<file path="src/rtl/id_scoreboard_if.sv">
// id_scoreboard_if: decode/writeback handshake bundle between the pipeline and the register scoreboard.
interface id_scoreboard_if;
   logic        id_valid_i;
   logic        id_reg1_re_i;
   logic        id_reg2_re_i;
   logic [4:0]  id_reg1_addr_i;
   logic [4:0]  id_reg2_addr_i;
   logic        id_we_i;
   logic [4:0]  id_waddr_i;
   logic        retire_i;
   logic        wb_we_i;
   logic [4:0]  wb_waddr_i;
   logic        flush_i;
   logic        drain_req_i;
   logic        issue_o;
   logic        stall_id_o;
   logic        drain_done_o;
   logic [31:0] pending_o;
   logic [2:0]  inflight_o;
   modport master (
      output id_valid_i, id_reg1_re_i, id_reg2_re_i, id_reg1_addr_i, id_reg2_addr_i,
             id_we_i, id_waddr_i, retire_i, wb_we_i, wb_waddr_i, flush_i, drain_req_i,
      input  issue_o, stall_id_o, drain_done_o, pending_o, inflight_o
   );
   modport slave (
      input  id_valid_i, id_reg1_re_i, id_reg2_re_i, id_reg1_addr_i, id_reg2_addr_i,
             id_we_i, id_waddr_i, retire_i, wb_we_i, wb_waddr_i, flush_i, drain_req_i,
      output issue_o, stall_id_o, drain_done_o, pending_o, inflight_o
   );
endinterface

</file>
<file path="src/rtl/id_scoreboard.sv">
// id_scoreboard: pending-write scoreboard gating decode issue, with inflight limit and RUN/DRAIN quiesce.
// Define ID_SB_WB_BYPASS_EN to let a register retiring this cycle stop counting as a hazard.
module id_scoreboard #(
   parameter int MAX_INFLIGHT = 4
) (
   input logic            clk,
   input logic            rst,
   id_scoreboard_if.slave sb
);
   typedef enum logic {RUN, DRAIN} state_e;
   localparam logic [2:0] MAX = 3'(MAX_INFLIGHT);
   state_e      state_q, state_d;
   logic [31:0] pending_q, pending_d, set_m, clr_m, chk_m;
   logic [2:0]  inflight_q, inflight_d;
   logic        hazard, full, issue;
   always_comb begin
      clr_m = (sb.retire_i && sb.wb_we_i) ? 32'd1 << sb.wb_waddr_i : '0;
`ifdef ID_SB_WB_BYPASS_EN
      chk_m = pending_q & ~clr_m;
`else
      chk_m = pending_q;
`endif
      hazard = (sb.id_reg1_re_i && chk_m[sb.id_reg1_addr_i]) ||
               (sb.id_reg2_re_i && chk_m[sb.id_reg2_addr_i]) ||
               (sb.id_we_i && chk_m[sb.id_waddr_i]);
      full = inflight_q == MAX && !sb.retire_i;
      issue = !rst && sb.id_valid_i && !hazard && !full && state_q == RUN && !sb.flush_i;
      set_m = (issue && sb.id_we_i) ? 32'd1 << sb.id_waddr_i : '0;
      // set after clear so a same-cycle set wins; bit 0 is never tracked
      pending_d = sb.flush_i ? '0 : ((pending_q & ~clr_m) | set_m) & ~32'd1;
      inflight_d = sb.flush_i ? '0 :
                   (issue && !sb.retire_i) ? inflight_q + 3'd1 :
                   (!issue && sb.retire_i && inflight_q != 3'd0) ? inflight_q - 3'd1 :
                   inflight_q;
      state_d = sb.flush_i ? state_q : sb.drain_req_i ? DRAIN : RUN;
      sb.issue_o = issue;
      sb.stall_id_o = !rst && sb.id_valid_i && !issue && !sb.flush_i;
      sb.drain_done_o = !rst && state_q == DRAIN && inflight_q == 3'd0 && pending_q == '0;
      sb.pending_o = pending_q;
      sb.inflight_o = inflight_q;
   end
   always_ff @(posedge clk) begin
      if (rst) begin
         state_q <= RUN;
         pending_q <= '0;
         inflight_q <= '0;
      end else begin
         state_q <= state_d;
         pending_q <= pending_d;
         inflight_q <= inflight_d;
      end
   end
endmodule
</file>
<file path="src/flat_wrapper.sv">
// flat-port wrapper written by rule: the top's interface ports become plain ports
module id_scoreboard_flat 
#(
   parameter int MAX_INFLIGHT = 4
)
  (clk, rst, sb_id_valid_i, sb_id_reg1_re_i, sb_id_reg2_re_i, sb_id_reg1_addr_i, sb_id_reg2_addr_i, sb_id_we_i, sb_id_waddr_i, sb_retire_i, sb_wb_we_i, sb_wb_waddr_i, sb_flush_i, sb_drain_req_i, sb_issue_o, sb_stall_id_o, sb_drain_done_o, sb_pending_o, sb_inflight_o);
  id_scoreboard_if sb_i ();
  input logic clk;
  input logic rst;
  input wire logic [$bits(sb_i.id_valid_i)-1:0] sb_id_valid_i;
  input wire logic [$bits(sb_i.id_reg1_re_i)-1:0] sb_id_reg1_re_i;
  input wire logic [$bits(sb_i.id_reg2_re_i)-1:0] sb_id_reg2_re_i;
  input wire logic [$bits(sb_i.id_reg1_addr_i)-1:0] sb_id_reg1_addr_i;
  input wire logic [$bits(sb_i.id_reg2_addr_i)-1:0] sb_id_reg2_addr_i;
  input wire logic [$bits(sb_i.id_we_i)-1:0] sb_id_we_i;
  input wire logic [$bits(sb_i.id_waddr_i)-1:0] sb_id_waddr_i;
  input wire logic [$bits(sb_i.retire_i)-1:0] sb_retire_i;
  input wire logic [$bits(sb_i.wb_we_i)-1:0] sb_wb_we_i;
  input wire logic [$bits(sb_i.wb_waddr_i)-1:0] sb_wb_waddr_i;
  input wire logic [$bits(sb_i.flush_i)-1:0] sb_flush_i;
  input wire logic [$bits(sb_i.drain_req_i)-1:0] sb_drain_req_i;
  output wire logic [$bits(sb_i.issue_o)-1:0] sb_issue_o;
  output wire logic [$bits(sb_i.stall_id_o)-1:0] sb_stall_id_o;
  output wire logic [$bits(sb_i.drain_done_o)-1:0] sb_drain_done_o;
  output wire logic [$bits(sb_i.pending_o)-1:0] sb_pending_o;
  output wire logic [$bits(sb_i.inflight_o)-1:0] sb_inflight_o;
  assign sb_i.id_valid_i = sb_id_valid_i;
  assign sb_i.id_reg1_re_i = sb_id_reg1_re_i;
  assign sb_i.id_reg2_re_i = sb_id_reg2_re_i;
  assign sb_i.id_reg1_addr_i = sb_id_reg1_addr_i;
  assign sb_i.id_reg2_addr_i = sb_id_reg2_addr_i;
  assign sb_i.id_we_i = sb_id_we_i;
  assign sb_i.id_waddr_i = sb_id_waddr_i;
  assign sb_i.retire_i = sb_retire_i;
  assign sb_i.wb_we_i = sb_wb_we_i;
  assign sb_i.wb_waddr_i = sb_wb_waddr_i;
  assign sb_i.flush_i = sb_flush_i;
  assign sb_i.drain_req_i = sb_drain_req_i;
  assign sb_issue_o = sb_i.issue_o;
  assign sb_stall_id_o = sb_i.stall_id_o;
  assign sb_drain_done_o = sb_i.drain_done_o;
  assign sb_pending_o = sb_i.pending_o;
  assign sb_inflight_o = sb_i.inflight_o;
  id_scoreboard #(.MAX_INFLIGHT(MAX_INFLIGHT)) u_core (.clk(clk), .rst(rst), .sb(sb_i));
endmodule
</file>
<file path="config.mk">
export PLATFORM = sky130hd
export DESIGN_NAME = id_scoreboard_flat
export DESIGN_NICKNAME = d
export VERILOG_FILES = /design/src/rtl/id_scoreboard_if.sv /design/src/rtl/id_scoreboard.sv /design/src/flat_wrapper.sv
export SDC_FILE = /design/constraint.sdc
export NUM_CORES = 1
export LEC_CHECK = 0
export CORE_MARGIN = 8
export CORE_UTILIZATION = 55
export DETAILED_ROUTE_END_ITERATION = 8
export DONT_BUFFER_PORTS = 1
export GPL_ROUTABILITY_DRIVEN = 1
export PLACE_DENSITY = 0.7
export SLEW_MARGIN = 20
export SYNTH_ARGS = -nofsm -noshare
export SYNTH_HDL_FRONTEND = slang
export SYNTH_SLANG_ARGS = --single-unit
</file>
<file path="constraint.sdc">
create_clock -name clk -period 6.46 [get_ports clk]
set_input_delay 1.292 -clock clk [delete_from_list [all_inputs] [get_ports clk]]
set_output_delay 1.292 -clock clk [all_outputs]
set_load 0.05 [all_outputs]
</file>
After elaboration in Yosys (flattened, before gate mapping):

Index checks and enable logic that the tools add are counted.

* bits in latches: 0
* word-level logic and storage cells: 59
* memories: 0
* ROM bits: 0
* output and inout bits: 38
* bits in registers: 36
* memory bits (writable): 0

* shift-type cells: 2
* divide/modulo/power cells: 0
* muxes and demuxes: 11
* bitwise logic cells: 4
* reduce and logical (&&, ||, !) cells: 32
* equality and inequality tests: 1
* multipliers: 0
* add/subtract/negate cells: 2
* magnitude comparators: 3

Operators by type and width (count)
* 2-to-1 mux 32 bit: 2
* << shifter 1 x 5 -> 32 bit (first input constant): 2
* bitwise AND 32 bit: 1
* logical NOT 32 bit: 1
* NOT 32 bit: 1
* OR 32 bit: 1
* logical AND 1 bit: 19
* less-than comparator 5 x 6 -> 1 bit (second input constant): 3
* binary-select mux 1 bit (select 5 bit): 3
* logical NOT 1 bit: 6
* 2-to-1 mux 3 bit: 2
* 2-to-1 mux 1 bit: 4
* adder 3 x 1 -> 3 bit (second input constant): 1
* equality test 3 bit (second input constant): 1
* logical NOT 3 bit: 1
* nonzero test 3 bit: 1
* subtractor 3 x 1 -> 3 bit (second input constant): 1
* logical OR 1 bit: 2
* nonzero test 2 bit: 1
* OR reduction 2 bit: 1
* NOT 1 bit: 1

Longest topological paths before layout:

* depth in word-level cells: 15
* mapped depth: 11

Least setup slack after synthesis:

Ideal clock, no wire load.

* path type: input-to-output
* start: in sb_id_reg1_addr_i[0]
* end: out sb_stall_id_o
* slack: 1.798 ns
* cell stages on the path: 9
* data required time: 5.168 ns
* data arrival time: 3.370 ns
* cell sequence: buf_2 -> buf_2 -> mux2i_1 -> mux4_2 -> nor4b_1 -> nor2_1 -> nand3_2 -> buf_2 -> and3_1

* cells in the longest elaborated chain, start to end: 13

Ends and longest elaborated chain
* from (decl): RTL line flat_wrapper.sv:13 `input wire logic [$bits(sb_i.id_reg1_addr_i)-1:0] sb_id_reg1_addr_i;`
* binary-select mux 1 bit (select 5 bit): RTL line id_scoreboard.sv:23 `hazard = (sb.id_reg1_re_i && chk_m[sb.id_reg1_addr_i]) ||`
* 2-to-1 mux 1 bit (not written as such): RTL line id_scoreboard.sv:23
* logical AND 1 bit: RTL line id_scoreboard.sv:23
* logical OR 1 bit: RTL line id_scoreboard.sv:23
* logical OR 1 bit: RTL line id_scoreboard.sv:24 `(sb.id_reg2_re_i && chk_m[sb.id_reg2_addr_i]) ||`
* logical NOT 1 bit: RTL line id_scoreboard.sv:27 `issue = !rst && sb.id_valid_i && !hazard && !full && state_q == RUN && !sb.flush_i;`
* logical AND 1 bit (4 in series): RTL line id_scoreboard.sv:27
* logical NOT 1 bit: RTL line id_scoreboard.sv:37 `sb.stall_id_o = !rst && sb.id_valid_i && !issue && !sb.flush_i;`
* logical AND 1 bit (2 in series): RTL line id_scoreboard.sv:37
* to (decl): RTL line flat_wrapper.sv:23 `output wire logic [$bits(sb_i.stall_id_o)-1:0] sb_stall_id_o;`

Every way passes these cells. The select of a mux whose other input is x is not followed.

Worst setup path in the final report:

* start: in sb_id_reg2_addr_i[1]
* end: out sb_stall_id_o

* cells in the longest elaborated chain, start to end: 13

Ends and longest elaborated chain
* from (decl): RTL line flat_wrapper.sv:14 `input wire logic [$bits(sb_i.id_reg2_addr_i)-1:0] sb_id_reg2_addr_i;`
* binary-select mux 1 bit (select 5 bit): RTL line id_scoreboard.sv:24
* 2-to-1 mux 1 bit (not written as such): RTL line id_scoreboard.sv:24
* logical AND 1 bit: RTL line id_scoreboard.sv:24
* logical OR 1 bit: RTL line id_scoreboard.sv:23
* logical OR 1 bit: RTL line id_scoreboard.sv:24
* logical NOT 1 bit: RTL line id_scoreboard.sv:27
* logical AND 1 bit (4 in series): RTL line id_scoreboard.sv:27
* logical NOT 1 bit: RTL line id_scoreboard.sv:37
* logical AND 1 bit (2 in series): RTL line id_scoreboard.sv:37

Every way passes these cells. The select of a mux whose other input is x is not followed.

==> impl_metrics.json <==
{
  "power.share.clock_pct": 40.6,
  "clock-sinks": 35,
  "path_clk_slew_ps": 70,
  "synthArstFlopShare_pct": 0,
  "p_int_uw": 331,
  "dp_hpwl_um": 6370,
  "post-place-ws_ps": 1650,
  "drive_above_1_share_pct": 18.5,
  "yosys_warnings": 0,
  "crit_slowest_cell": "o41ai_2",
  "io_pins": 68,
  "ctsHtreeMaxLevel": 2,
  "numCtsBuffers": 5,
  "num-nets-final": 301,
  "fmax_mhz": 208,
  "status": "completed",
  "cts_setup_buffers": 0,
  "slew_viol_final": 0,
  "finalCriticalPeriod_ps": 4810,
  "required_ps": 5170,
  "cts_buffer_depth": 2,
  "synth_seq_cells": 35,
  "switching_share_pct": 24.8,
  "combinationalPowerShare_pct": 9.7,
  "grt_pass1_wl_um": 13100,
  "fin_hold_ws_ps": 571,
  "cpPeakStageDelay_ps": 570,
  "total_power_uw": 441,
  "slew_headroom_pct": 39.6,
  "grt_max_degree": 38,
  "hold_class": "register to register",
  "power.static_leakage_uw": 0.000859,
  "synthCells": 283,
  "ir_drop_uv": 135,
  "rsz0062_at_grt": "false",
  "worstMarginPinSlew_ps": 901,
  "antenna_found_initial": 0,
  "cp-start-kind": "primary input",
  "skew_ps": 4.59,
  "cts_hold_buf": 0,
  "start_util_pct": 56.0,
  "coreArea_sq_um": 4630,
  "powerDensity_nw_per_um2": 165,
  "path_cells": "mux4_1 -> mux2i_1 -> nor3b_1 -> o41ai_2 -> nand3_2 -> and3_1",
  "viasPerCell": 7.50,
  "synth_edf_count": 0,
  "fin_crit_sh_pct": 74.5,
  "wl_per_cell_um": 26.5,
  "setup_viol": 0,
  "path_max_fanout": 16,
  "hold_viol": 0,
  "post_cts_resized": 0,
  "yosys-top-cells-area": "dfxtp_1, mux4_2, o211ai_1",
  "critPathKind": "primary input to output port",
  "grt_pass1_vias": 2269,
  "grt_use_total_pct": 23.6,
  "syn_area_sq_um": 2590,
  "die-height_um": 84.6,
  "drc": 0,
  "ys_types": 52,
  "synthTopCellsByCount": "dfxtp_1, nand2_1, o211ai_1",
  "drt_first_pass_iters": 5,
  "io_buffers": 0,
  "cp.arrival_ps": 3520,
  "postRouteAntennaNets": 0,
  "syn_nets": 314,
  "layout_setup_ws_ps": 1650,
  "clk_latency_ps": 290,
  "globalRouteOverflowTotal": 0,
  "power_switching_uw": 109,
  "synth-seq-area-share_pct": 27.0,
  "drv_cap": 0,
  "via_count": 2439,
  "gp_congestion": 0.997,
  "tritoncts": "built",
  "ys.flop_type": "dfxtp_1",
  "tns_ps": 0,
  "synth_area_leader_cell": "dfxtp_1",
  "cts_root_buf": "clkbuf_8",
  "num_rows": 25,
  "drt_wl_total_um": 8610,
  "syn2layout_area_growth_pct": 3.19,
  "netlist.area_leader.share_pct": 27.0,
  "p_seq_share_pct": 49.7,
  "first_iter_violations": 276,
  "dieArea_sq_um": 7160,
  "endpoint_kind": "output port",
  "syn_area_per_cell_sq_um": 9.16,
  "synth.most_common_cell": "dfxtp_1",
  "n_antenna_cell": 0,
  "die_x_um": 84.6
}
[sequential cells by signal, indices dropped and copies added, names as in the netlist]
signal,cells
u_core.sb.inflight_o,3
u_core.sb.pending_o,31
u_core.state_q,1
[placed cells by master, fill, tap and decap left out, types with 5 or more instances in the layout]
cell type  instances
nor2_1            12
o31ai_1            7
mux2i_1            8
nand3_1           15
nand2_1           21
o211ai_1          19
clkbuf_8           7
o21ai_0           17
nor2b_1           12
mux2_2             7
or2_2              5
o311ai_0           8
o21ai_2            8
nand2b_1           7
mux4_2            13
dfxtp_1           35
nor4_1            10
[stage by stage]
| stage | util, % | instance area, sq um | cells |
|---|---|---|---|
| 2_1_floorplan | - | 2590 | 283 |
| 3_3_place_gp | 55.5 | 2570 | 317 |
| 3_5_place_dp | 55.5 | 2570 | 317 |
| 4_1_cts | 57.8 | 2670 | 325 |
| 5_1_grt | 57.8 | 2670 | 325 |
| 6_report | 57.8 | 2670 | 325 |
[layout make-up]
| class | count | area, sq um |
|---|---|---|
| fillers | 432 | 1960 |
| multi-input cells | 223 | 1780 |
| flip-flops and latches | 35 | 701 |
| clock buffers | 7 | 96.3 |
| well taps | 54 | 67.6 |
| inverters | 4 | 15.0 |
| clock inverters | 1 | 7.51 |
| repair buffers | 1 | 7.51 |
[final timing paths]
check,from,end,slack [ps],cells after the start
setup / recovery,sb_id_reg2_addr_i[1],sb_stall_id_o,1650,6
hold / removal,u_core.state_q,u_core.state_q,570,2
setup reg to reg,u_core.sb.pending_o[4],u_core.sb.inflight_o[2],3030,9
hold reg to reg,u_core.state_q,u_core.state_q,570,2
[per-layer routing]
metal	wire, um	track usage [%]	vias to the layer above
met2	4010	37.2	168
met3	1060	8.98	16
met1	3330	27.6	1159
met4	206	11.2	0
li1	-	-	1096
met5	0	0	-
[worst max-delay path, delay by kind of cell]
kind	cells	cell delay (ps)
muxes	2	650
and+or+nand+nor	3	1000
AOI/OAI and AO/OA	1	570
[cells by family after synthesis]
logic type / count (synthesis) / synth area share [%]
flops: 35 / 27.0
fa+ha+maj: 1 / 0.773
buf+inv: 25 / 4.59
mux: 32 / 21.1
other cells: 1 / 0.145
simple gates: 111 / 23.9
compound gates: 78 / 22.5
[power by group through the flow]
stage | Combinational, uW | Clock [uW] | Sequential [uW]
5_1_grt | 46.0 | 191 | 219
4_1_cts | 42.2 | 182 | 219
3_5_place_dp | 42.0 | 0 | 224
6_report | 42.7 | 179 | 219
3_3_place_gp | 41.9 | 0 | 224
2_1_floorplan | 44.5 | 0 | 223
No activity file was read; power rests on OpenSTA's default activity.
